===== src/rtl/useq_pkg.sv =====
// useq_pkg: definitions shared by the useq core and its host port.
//   uh_state_e            host port FSM states (UH_IDLE/UH_CAPTURE/UH_GAP)
//   UH_GAP_CYCLES_DEFAULT default idle gap after each host FIFO operation
//   USEQ_FIFO_DEPTH       message FIFO depth used by the core instantiation
package useq_pkg;

  typedef enum logic [1:0] {
    UH_IDLE    = 2'd0,
    UH_CAPTURE = 2'd1,
    UH_GAP     = 2'd2
  } uh_state_e;

  localparam int unsigned UH_GAP_CYCLES_DEFAULT = 2;
  localparam int unsigned USEQ_FIFO_DEPTH       = 16;

endpackage


===== src/rtl/useq_host_port_if.sv =====
// useq_host_port_if: the useq core message FIFO port.
//   read_fifo/write_fifo  pop/push strobes (host -> core)
//   fifo_in               push data (host -> core)
//   fifo_empty/fifo_full  core FIFO flags (core -> host)
//   fifo_out              pop data, valid the cycle after read_fifo (core -> host)
// master = host side driving the strobes, slave = core side.
interface useq_host_port_if;
  logic       read_fifo;
  logic       write_fifo;
  logic [7:0] fifo_in;
  logic       fifo_empty;
  logic       fifo_full;
  logic [7:0] fifo_out;

  modport master (
    output read_fifo, write_fifo, fifo_in,
    input  fifo_empty, fifo_full, fifo_out
  );

  modport slave (
    input  read_fifo, write_fifo, fifo_in,
    output fifo_empty, fifo_full, fifo_out
  );
endinterface


===== src/rtl/useq_host_port.sv =====
// useq_host_port: host-side master for the useq message FIFO port.
// Pushes an upstream byte stream into the core FIFO and drains core bytes
// into a downstream byte stream, leaving GAP_CYCLES idle cycles after every
// FIFO operation because each host access stalls the core.
//   clk, rst              clock, synchronous active-high reset
//   s_data/s_valid/s_ready upstream bytes to push (s_ready = accepted now)
//   m_data/m_valid/m_ready downstream drained bytes
//   drain_en              permits reads from the core FIFO
//   fifo_bus              core FIFO port (master modport)
//   busy                  FSM not in IDLE
module useq_host_port
  import useq_pkg::*;
#(
  parameter int unsigned GAP_CYCLES = UH_GAP_CYCLES_DEFAULT
) (
  input  logic                     clk,
  input  logic                     rst,
  input  logic [7:0]               s_data,
  input  logic                     s_valid,
  output logic                     s_ready,
  output logic [7:0]               m_data,
  output logic                     m_valid,
  input  logic                     m_ready,
  input  logic                     drain_en,
  useq_host_port_if.master         fifo_bus,
  output logic                     busy
);

  uh_state_e  state_q;
  logic [7:0] gap_cnt_q;
  logic       last_was_read_q;
  logic [7:0] m_data_q;
  logic       m_valid_q;

  logic wr_elig, rd_elig, issue_wr, issue_rd;

  // Flags are sampled in the very cycle the strobe goes out, so a concurrent
  // core-side push/pop cannot turn into a read on empty or write on full.
  always_comb begin
    wr_elig  = s_valid && !fifo_bus.fifo_full;
    rd_elig  = drain_en && !fifo_bus.fifo_empty && !m_valid_q;
    issue_wr = 1'b0;
    issue_rd = 1'b0;
    if (!rst && state_q == UH_IDLE) begin
      // Round-robin on contention: whichever went last yields.
      issue_wr = wr_elig && (!rd_elig || last_was_read_q);
      issue_rd = rd_elig && (!wr_elig || !last_was_read_q);
    end
  end

  assign s_ready             = issue_wr;
  assign fifo_bus.write_fifo = issue_wr;
  assign fifo_bus.fifo_in    = issue_wr ? s_data : '0;
  assign fifo_bus.read_fifo  = issue_rd;
  assign m_data              = m_data_q;
  assign m_valid             = m_valid_q;
  assign busy                = (state_q != UH_IDLE);

  always_ff @(posedge clk) begin
    if (rst) begin
      state_q         <= UH_IDLE;
      gap_cnt_q       <= '0;
      last_was_read_q <= 1'b1;
      m_data_q        <= '0;
      m_valid_q       <= 1'b0;
    end else begin
      if (m_valid_q && m_ready) begin
        m_valid_q <= 1'b0;
      end
      unique case (state_q)
        UH_IDLE: begin
          if (issue_wr) begin
            last_was_read_q <= 1'b0;
            gap_cnt_q       <= 8'(GAP_CYCLES - 1);
            state_q         <= UH_GAP;
          end else if (issue_rd) begin
            last_was_read_q <= 1'b1;
            state_q         <= UH_CAPTURE;
          end
        end
        UH_CAPTURE: begin
          m_data_q  <= fifo_bus.fifo_out;
          m_valid_q <= 1'b1;
          gap_cnt_q <= 8'(GAP_CYCLES - 1);
          state_q   <= UH_GAP;
        end
        UH_GAP: begin
          if (gap_cnt_q == '0) begin
            state_q <= UH_IDLE;
          end else begin
            gap_cnt_q <= gap_cnt_q - 8'd1;
          end
        end
        default: state_q <= UH_IDLE;
      endcase
    end
  end

endmodule


===== src/flat_wrapper.sv =====
// flat-port wrapper written by rule: the top's interface ports become plain ports
module useq_host_port_flat import useq_pkg::*;
#(
  parameter int unsigned GAP_CYCLES = UH_GAP_CYCLES_DEFAULT
)
  (clk, rst, s_data, s_valid, s_ready, m_data, m_valid, m_ready, drain_en, busy, fifo_bus_read_fifo, fifo_bus_write_fifo, fifo_bus_fifo_in, fifo_bus_fifo_empty, fifo_bus_fifo_full, fifo_bus_fifo_out);
  useq_host_port_if fifo_bus_i ();
  input  logic clk;
  input  logic rst;
  input  logic [7:0] s_data;
  input  logic s_valid;
  output logic s_ready;
  output logic [7:0] m_data;
  output logic m_valid;
  input  logic m_ready;
  input  logic drain_en;
  output logic busy;
  output wire logic [$bits(fifo_bus_i.read_fifo)-1:0] fifo_bus_read_fifo;
  output wire logic [$bits(fifo_bus_i.write_fifo)-1:0] fifo_bus_write_fifo;
  output wire logic [$bits(fifo_bus_i.fifo_in)-1:0] fifo_bus_fifo_in;
  input wire logic [$bits(fifo_bus_i.fifo_empty)-1:0] fifo_bus_fifo_empty;
  input wire logic [$bits(fifo_bus_i.fifo_full)-1:0] fifo_bus_fifo_full;
  input wire logic [$bits(fifo_bus_i.fifo_out)-1:0] fifo_bus_fifo_out;
  assign fifo_bus_read_fifo = fifo_bus_i.read_fifo;
  assign fifo_bus_write_fifo = fifo_bus_i.write_fifo;
  assign fifo_bus_fifo_in = fifo_bus_i.fifo_in;
  assign fifo_bus_i.fifo_empty = fifo_bus_fifo_empty;
  assign fifo_bus_i.fifo_full = fifo_bus_fifo_full;
  assign fifo_bus_i.fifo_out = fifo_bus_fifo_out;
  useq_host_port #(.GAP_CYCLES(GAP_CYCLES)) u_core (.clk(clk), .rst(rst), .s_data(s_data), .s_valid(s_valid), .s_ready(s_ready), .m_data(m_data), .m_valid(m_valid), .m_ready(m_ready), .drain_en(drain_en), .fifo_bus(fifo_bus_i), .busy(busy));
endmodule

===== config.mk =====
export PLATFORM = sky130hd
export DESIGN_NAME = useq_host_port_flat
export DESIGN_NICKNAME = d
export VERILOG_FILES = /design/src/rtl/useq_pkg.sv /design/src/rtl/useq_host_port_if.sv /design/src/rtl/useq_host_port.sv /design/src/flat_wrapper.sv
export SDC_FILE = /design/constraint.sdc
export NUM_CORES = 1
export LEC_CHECK = 0
export CAP_MARGIN = 5
export CORE_MARGIN = 4
export CORE_UTILIZATION = 37
export CTS_CLUSTER_DIAMETER = 30
export CTS_CLUSTER_SIZE = 25
export DETAILED_ROUTE_END_ITERATION = 10
export GPL_TIMING_DRIVEN = 0
export PLACE_DENSITY = 0.85
export SYNTH_ARGS = -nofsm -noshare
export SYNTH_HDL_FRONTEND = slang
export SYNTH_SLANG_ARGS = --single-unit

===== constraint.sdc =====
create_clock -name clk -period 1.6 [get_ports clk]
set_input_delay 0.24 -clock clk [delete_from_list [all_inputs] [get_ports clk]]
set_output_delay 0.24 -clock clk [all_outputs]
set_load 0.02 [all_outputs]

# [After elaboration in Yosys (flattened, before gate mapping)]
# Cells that the tools add are included.
[totals] word_cells=51 inputBits=23 regBits=20 output_inout_bits=21
[classes] n_mux=14 n_addsub=1 n_eq_ne=6 n_reduce_logical=25
[ops] operator="8-bit two-way mux" n=3
[ops] operator="8-bit one-hot mux with 3 select lines" n=1
[ops] operator="8-bit logical NOT" n=1
[ops] operator="8-bit by 1-bit subtractor with 8-bit output (second input constant)" n=1
[ops] operator="1-bit logical AND" n=7
[ops] operator="1-bit logical NOT" n=7
[ops] operator="1-bit two-way mux" n=6
[ops] operator="2-bit two-way mux" n=3
[ops] operator="2-bit one-hot mux with 3 select lines" n=1
[ops] operator="2-bit nonzero test" n=3
[ops] operator="2-bit by 1-bit inequality test with 1-bit output (second input constant)" n=2
[ops] operator="2-bit AND reduction" n=2
[ops] operator="3-bit by 2-bit inequality test with 1-bit output (second input constant)" n=1
[ops] operator="3-bit AND reduction" n=1
[ops] operator="3-bit nonzero test" n=1
[ops] operator="2-bit by 1-bit == test with 1-bit output (second input constant)" n=1
[ops] operator="2-bit == test (second input constant)" n=1
[ops] operator="2-bit logical NOT" n=1
[ops] operator="1-bit logical OR" n=2
[ops] operator="2-bit inequality test (second input constant)" n=1

# [Longest topological paths before layout]
[logic_depth] depth_word=9 mapped_depth=6 depth_no_buf=6

# [Worst setup path after synthesis]
# Ideal clock, no wire load.
[synth_path] path_type="reg-to-output" startpoint="register u_core.m_valid_q (netlist: u_core.m_valid)" endpoint="output port fifo_bus_fifo_in[0]" t_required_ps=1360 setup_slack_ps=-443 stages_incl_launch_ff=5 arrival_ps=1803 path_buffers=0 path_cell_list="dfxtp_1 > or4b_4 > nand2_1 > nor3_1 > and2_1"
[synth_via] elab_chain_len=7
[synth_rtl] item="start, declared" line="useq_host_port.sv:33" rtl="logic m_valid_q;"
[synth_rtl] item="start signal, assigned" line="useq_host_port.sv:65" rtl="m_valid_q <= 1'b0;"
[synth_rtl] item="start signal, assigned" line="useq_host_port.sv:68" rtl="m_valid_q <= 1'b0;"
[synth_rtl] item="start signal, assigned" line="useq_host_port.sv:83" rtl="m_valid_q <= 1'b1;"
[synth_rtl] item="1-bit logical NOT" line="useq_host_port.sv:41" rtl="rd_elig = drain_en && !fifo_bus.fifo_empty && !m_valid_q;"
[synth_rtl] item="1-bit logical AND" line="useq_host_port.sv:41"
[synth_rtl] item="1-bit logical NOT" line="useq_host_port.sv:46" rtl="issue_wr = wr_elig && (!rd_elig || last_was_read_q);"
[synth_rtl] item="1-bit logical OR" line="useq_host_port.sv:46"
[synth_rtl] item="1-bit logical AND" line="useq_host_port.sv:46"
[synth_rtl] item="1-bit two-way mux" line="useq_host_port.sv:44" rtl="if (!rst && state_q == UH_IDLE) begin"
[synth_rtl] item="via fifo_bus_write_fifo" line="flat_wrapper.sv:19" rtl="output wire logic [$bits(fifo_bus_i.write_fifo)-1:0] fifo_bus_write_fifo;"
[synth_rtl] item="8-bit two-way mux" line="useq_host_port.sv:53" rtl="assign fifo_bus.fifo_in = issue_wr ? s_data : '0;"
[synth_rtl] item="end, declared" line="flat_wrapper.sv:20" rtl="output wire logic [$bits(fifo_bus_i.fifo_in)-1:0] fifo_bus_fifo_in;"
# The timed path passes the listed nets, and every way through them passes these cells.

# [Final worst setup path]
[layout_path] startpoint="register u_core.m_valid_q (netlist: u_core.m_valid)" endpoint="output port fifo_bus_fifo_in[5]"
[layout_via] elab_chain_len=7
[layout_rtl] item="1-bit logical NOT" line="useq_host_port.sv:41"
[layout_rtl] item="1-bit logical AND" line="useq_host_port.sv:41"
[layout_rtl] item="1-bit logical NOT" line="useq_host_port.sv:46"
[layout_rtl] item="1-bit logical OR" line="useq_host_port.sv:46"
[layout_rtl] item="1-bit logical AND" line="useq_host_port.sv:46"
[layout_rtl] item="1-bit two-way mux" line="useq_host_port.sv:44"
[layout_rtl] item="8-bit two-way mux" line="useq_host_port.sv:53"
# No other way between the ends.

==> summary.md <==
| Metric | Value |
|---|---|
| Status | finished, violations left |
| Violated checks | negative setup slack |
| Avg Cell Area, Syn | about 8.0 um^2 |
| Multiplexer share of the synthesized area | 0% |
| CP arrival | ~1.7 ns |
| Crit start category | flop |
| Setup ws final | -0.3558 ns |
| Vias in the first global route | 1098 |
| Total Wirelength | roughly 3300 um |
| Layout fillers | 188 |
| Post-Synth Simple-Gate Area | a little under a third |
| Final net count | 216 |
| Total CTS buffers | 3 |
| Post-Synth Adder-Cell Area | 2.436% |
| Gpl congestion | 0.8327 |
| Clock latency on the worst-skew pair | around 0.31 ns |
| GRT overflow | 0 |
| Setup crit end kind | output pin |
| GRT Util Overall | 17.35% |
| Post-Syn Instances | approximately 130 |
| Post-synth EDFFs | 0 |
| CP required | around 1.4 ns |
| 1st-pass router iterations | 4 |
| Final setup fails | 20 |
| Peak fanout along the critical path | 5 |
| Post-route design area | approximately 1900 um^2 |
| Half-perimeter wire length after placement | 2247 um |
| Vias per std cell | between 5 and 6 |
| CORE AREA | 2567 um^2 |
| Xor and xnor fraction of the mapped netlist area | 0% |
| Hold path depth | 3 |
| R2r worst-path depth | 6 |
| CTS tree | done |
| DP Area | roughly 1500 um^2 |
| Setup TNS Final | -5.351 ns |
| Ys Warns | 0 |
| Reg clk slew, reported paths | 0.12 ns |
| Period utilisation layout | 122.2% |
| Initial antenna violation count | 0 |
| Slew Limit Fails | 0 |
| Clk buf depth | 2 |
| Chip height | ~60 um |
| Row count | 18 |
| Routed len/inst | between 15 and 20 um |
| FMAX | slightly above 0.5 GHz |
| Final Hold Slack | around 0.44 ns |
| Global-route wire length before repair | just under 5000 um |
| HP Start | drain_en |
| Distinct cell type count after synthesis | 35 |
| Pwr/cell area | between 700 and 800 nW/um^2 |
| RSZ-0062 raised after global routing | true |
| Post-DRT Antenna Nets | 0 |
| Fin util | between 70% and 80% |
| Initial Utilization | 40.01% |
| Netlist Area Pre-Place | 1027 um^2 |
| Largest net degree at the start of global routing | 13 |
| # DRC | 0 |
| Setup CP Type | reg2out |
| Largest family of logic cells by synthesized area | simple AND/OR/NAND/NOR gates |
| Worst-Margin Slew | roughly 0.64 ns |
| Crit path launch | u_core.m_valid |
| Async SR Flop Fraction | 0% |
| Vias | 1200 |
| Die area | 3683 um^2 |
| Final setup skew | ~0.013 ns |
| Compound-cell area share of the yosys netlist | between 20% and 30% |
| Clk sinks | 20 |
| H-tree level count | 1 |
| Post-synthesis sequential area ratio | 38.98% |
| Diodes inserted | 0 |
| Final hold vios | 0 |
| Max-cap violations | 0 |
| Worst hold path class | in2reg |
| VDD IR max | roughly 600 uV |
| IO buf count | 43 |
| Share of cells above drive strength 1 | around 41% |
| Area growth, synth to finish | 81.73% |
| IO Count | 44 |
| FF-to-FF Start | u_core.m_valid |
| Leakage | 0.7277 nW |
| Die Wd | 60.69 um |
| Syn Nets | roughly 150 |
| Final min period | slightly below 2 ns |
| Root buf cell | clkbuf_4 |
| Flops & latches, synth | 20 |
| Initial DRC Count | 42 |
| Top_reg_cell synth | dfxtp_1 |
| Dpl ws | -0.9638 ns |
| Slew margin rel. | between 50 and 60% |
==> metrics by stage <==
step / total power, mW / instances
after floorplan: 0.7093 / 128
after global placement: 0.8253 / 201
after detailed placement: 0.8368 / 201
after CTS: 1.290 / 213
after global routing: 1.375 / 220
final: 1.320 / 220
==> flip-flops by register name, indices dropped and copies added, names as in the netlist <==
name and cells:
u_core.last_was_read_q 1, u_core.state_q 2, u_core.m_valid 1, u_core.gap_cnt_q 8, u_core.m_data 8
==> cell type report <==
class,count,area [um^2],area share (%)
Clock buffer,3,22.52,1.206
Timing Repair Buffer,58,564.3,30.23
Clock inverter,1,30.03,1.609
Sequential cell,20,416.7,22.32
Buffer,6,31.28,1.676
Inverter,4,22.52,1.206
Multi-Input combinational cell,98,742.0,39.75
Tap cell,30,37.54,2.011
==> power breakdown <==
group / internal, mW / switching [mW]
clock network: 0.253 / 0.158
registers: 0.516 / 0.0199
logic: 0.198 / 0.175
total: 0.967 / 0.352
==> worst paths after layout <==
path / endpoint / slack, ns
worst max-delay path: fifo_bus_fifo_in[5] / -0.36
worst min register to register: u_core.m_data[7] / 0.46
worst max register to register: u_core.gap_cnt_q[5] / -0.33
worst min-delay path: u_core.state_q[0] / 0.44
==> layer usage <==
layer | track usage (%) | wire, um
met5 | 0 | 0
met4 | 6.811 | 43
met3 | 3.830 | 261
met2 | 31.45 | 1683
met1 | 19.61 | 1333
==> cell usage after synthesis, drive strengths merged, types with 3 or more instances <==
cell	n	area, um^2
dfxtp	20	400.4
and2	8	50.05
nand2	20	75.07
clkbuf	4	15.01
inv	4	15.01
nand2b	5	31.28
a21oi	18	90.09
a31oi	3	25.02
nor2	11	41.29
nor3	5	25.02
==> critical path: stages, from the launching register on <==
cell	delay (ns)
dfxtp_2	0.36
or4b_4	0.54
nand2_4	0.08
nor3_4	0.04
buf_6	0.13
and2_4	0.13
buf_6	0.12
==> placed cells by master (no fill, tap or decap), types with 2 or more instances in the layout <==
cell type	instances
nand2b_1	5
dfxtp_1	15
buf_4	13
nand3_2	2
buf_6	14
clkbuf_1	2
nor2_1	8
and2_4	8
clkbuf_4	4
dlygate4sd2_1	5
a31oi_1	2
nor2_2	2
or4b_4	2
a21o_1	2
nor3_2	2
dfxtp_4	4
nor3_1	2
nand2_1	18
a21oi_1	13
inv_4	3
a21oi_2	5
clkdlybuf4s50_1	26
==> repair_timing <==
action | in CTS | in global routing
buffers inserted | 8 | 7
endpoints found under the hold margin | 0 | 0
pin swaps | 20 | 9
hold buffers | 0 | 0
endpoints found under the setup margin | 29 | 20
resized for setup | 106 | 9
==> logic make-up (layout without fill, tap and decap cells) <==
kind of cell	Yosys count	after routing
and+or+nand+nor	59	59
AOI/OAI and AO/OA	37	37
buffers and inverters	10	72
DFF	20	20
adders and majority gates	2	2
Note: power is estimated with default switching activity, not from simulation.
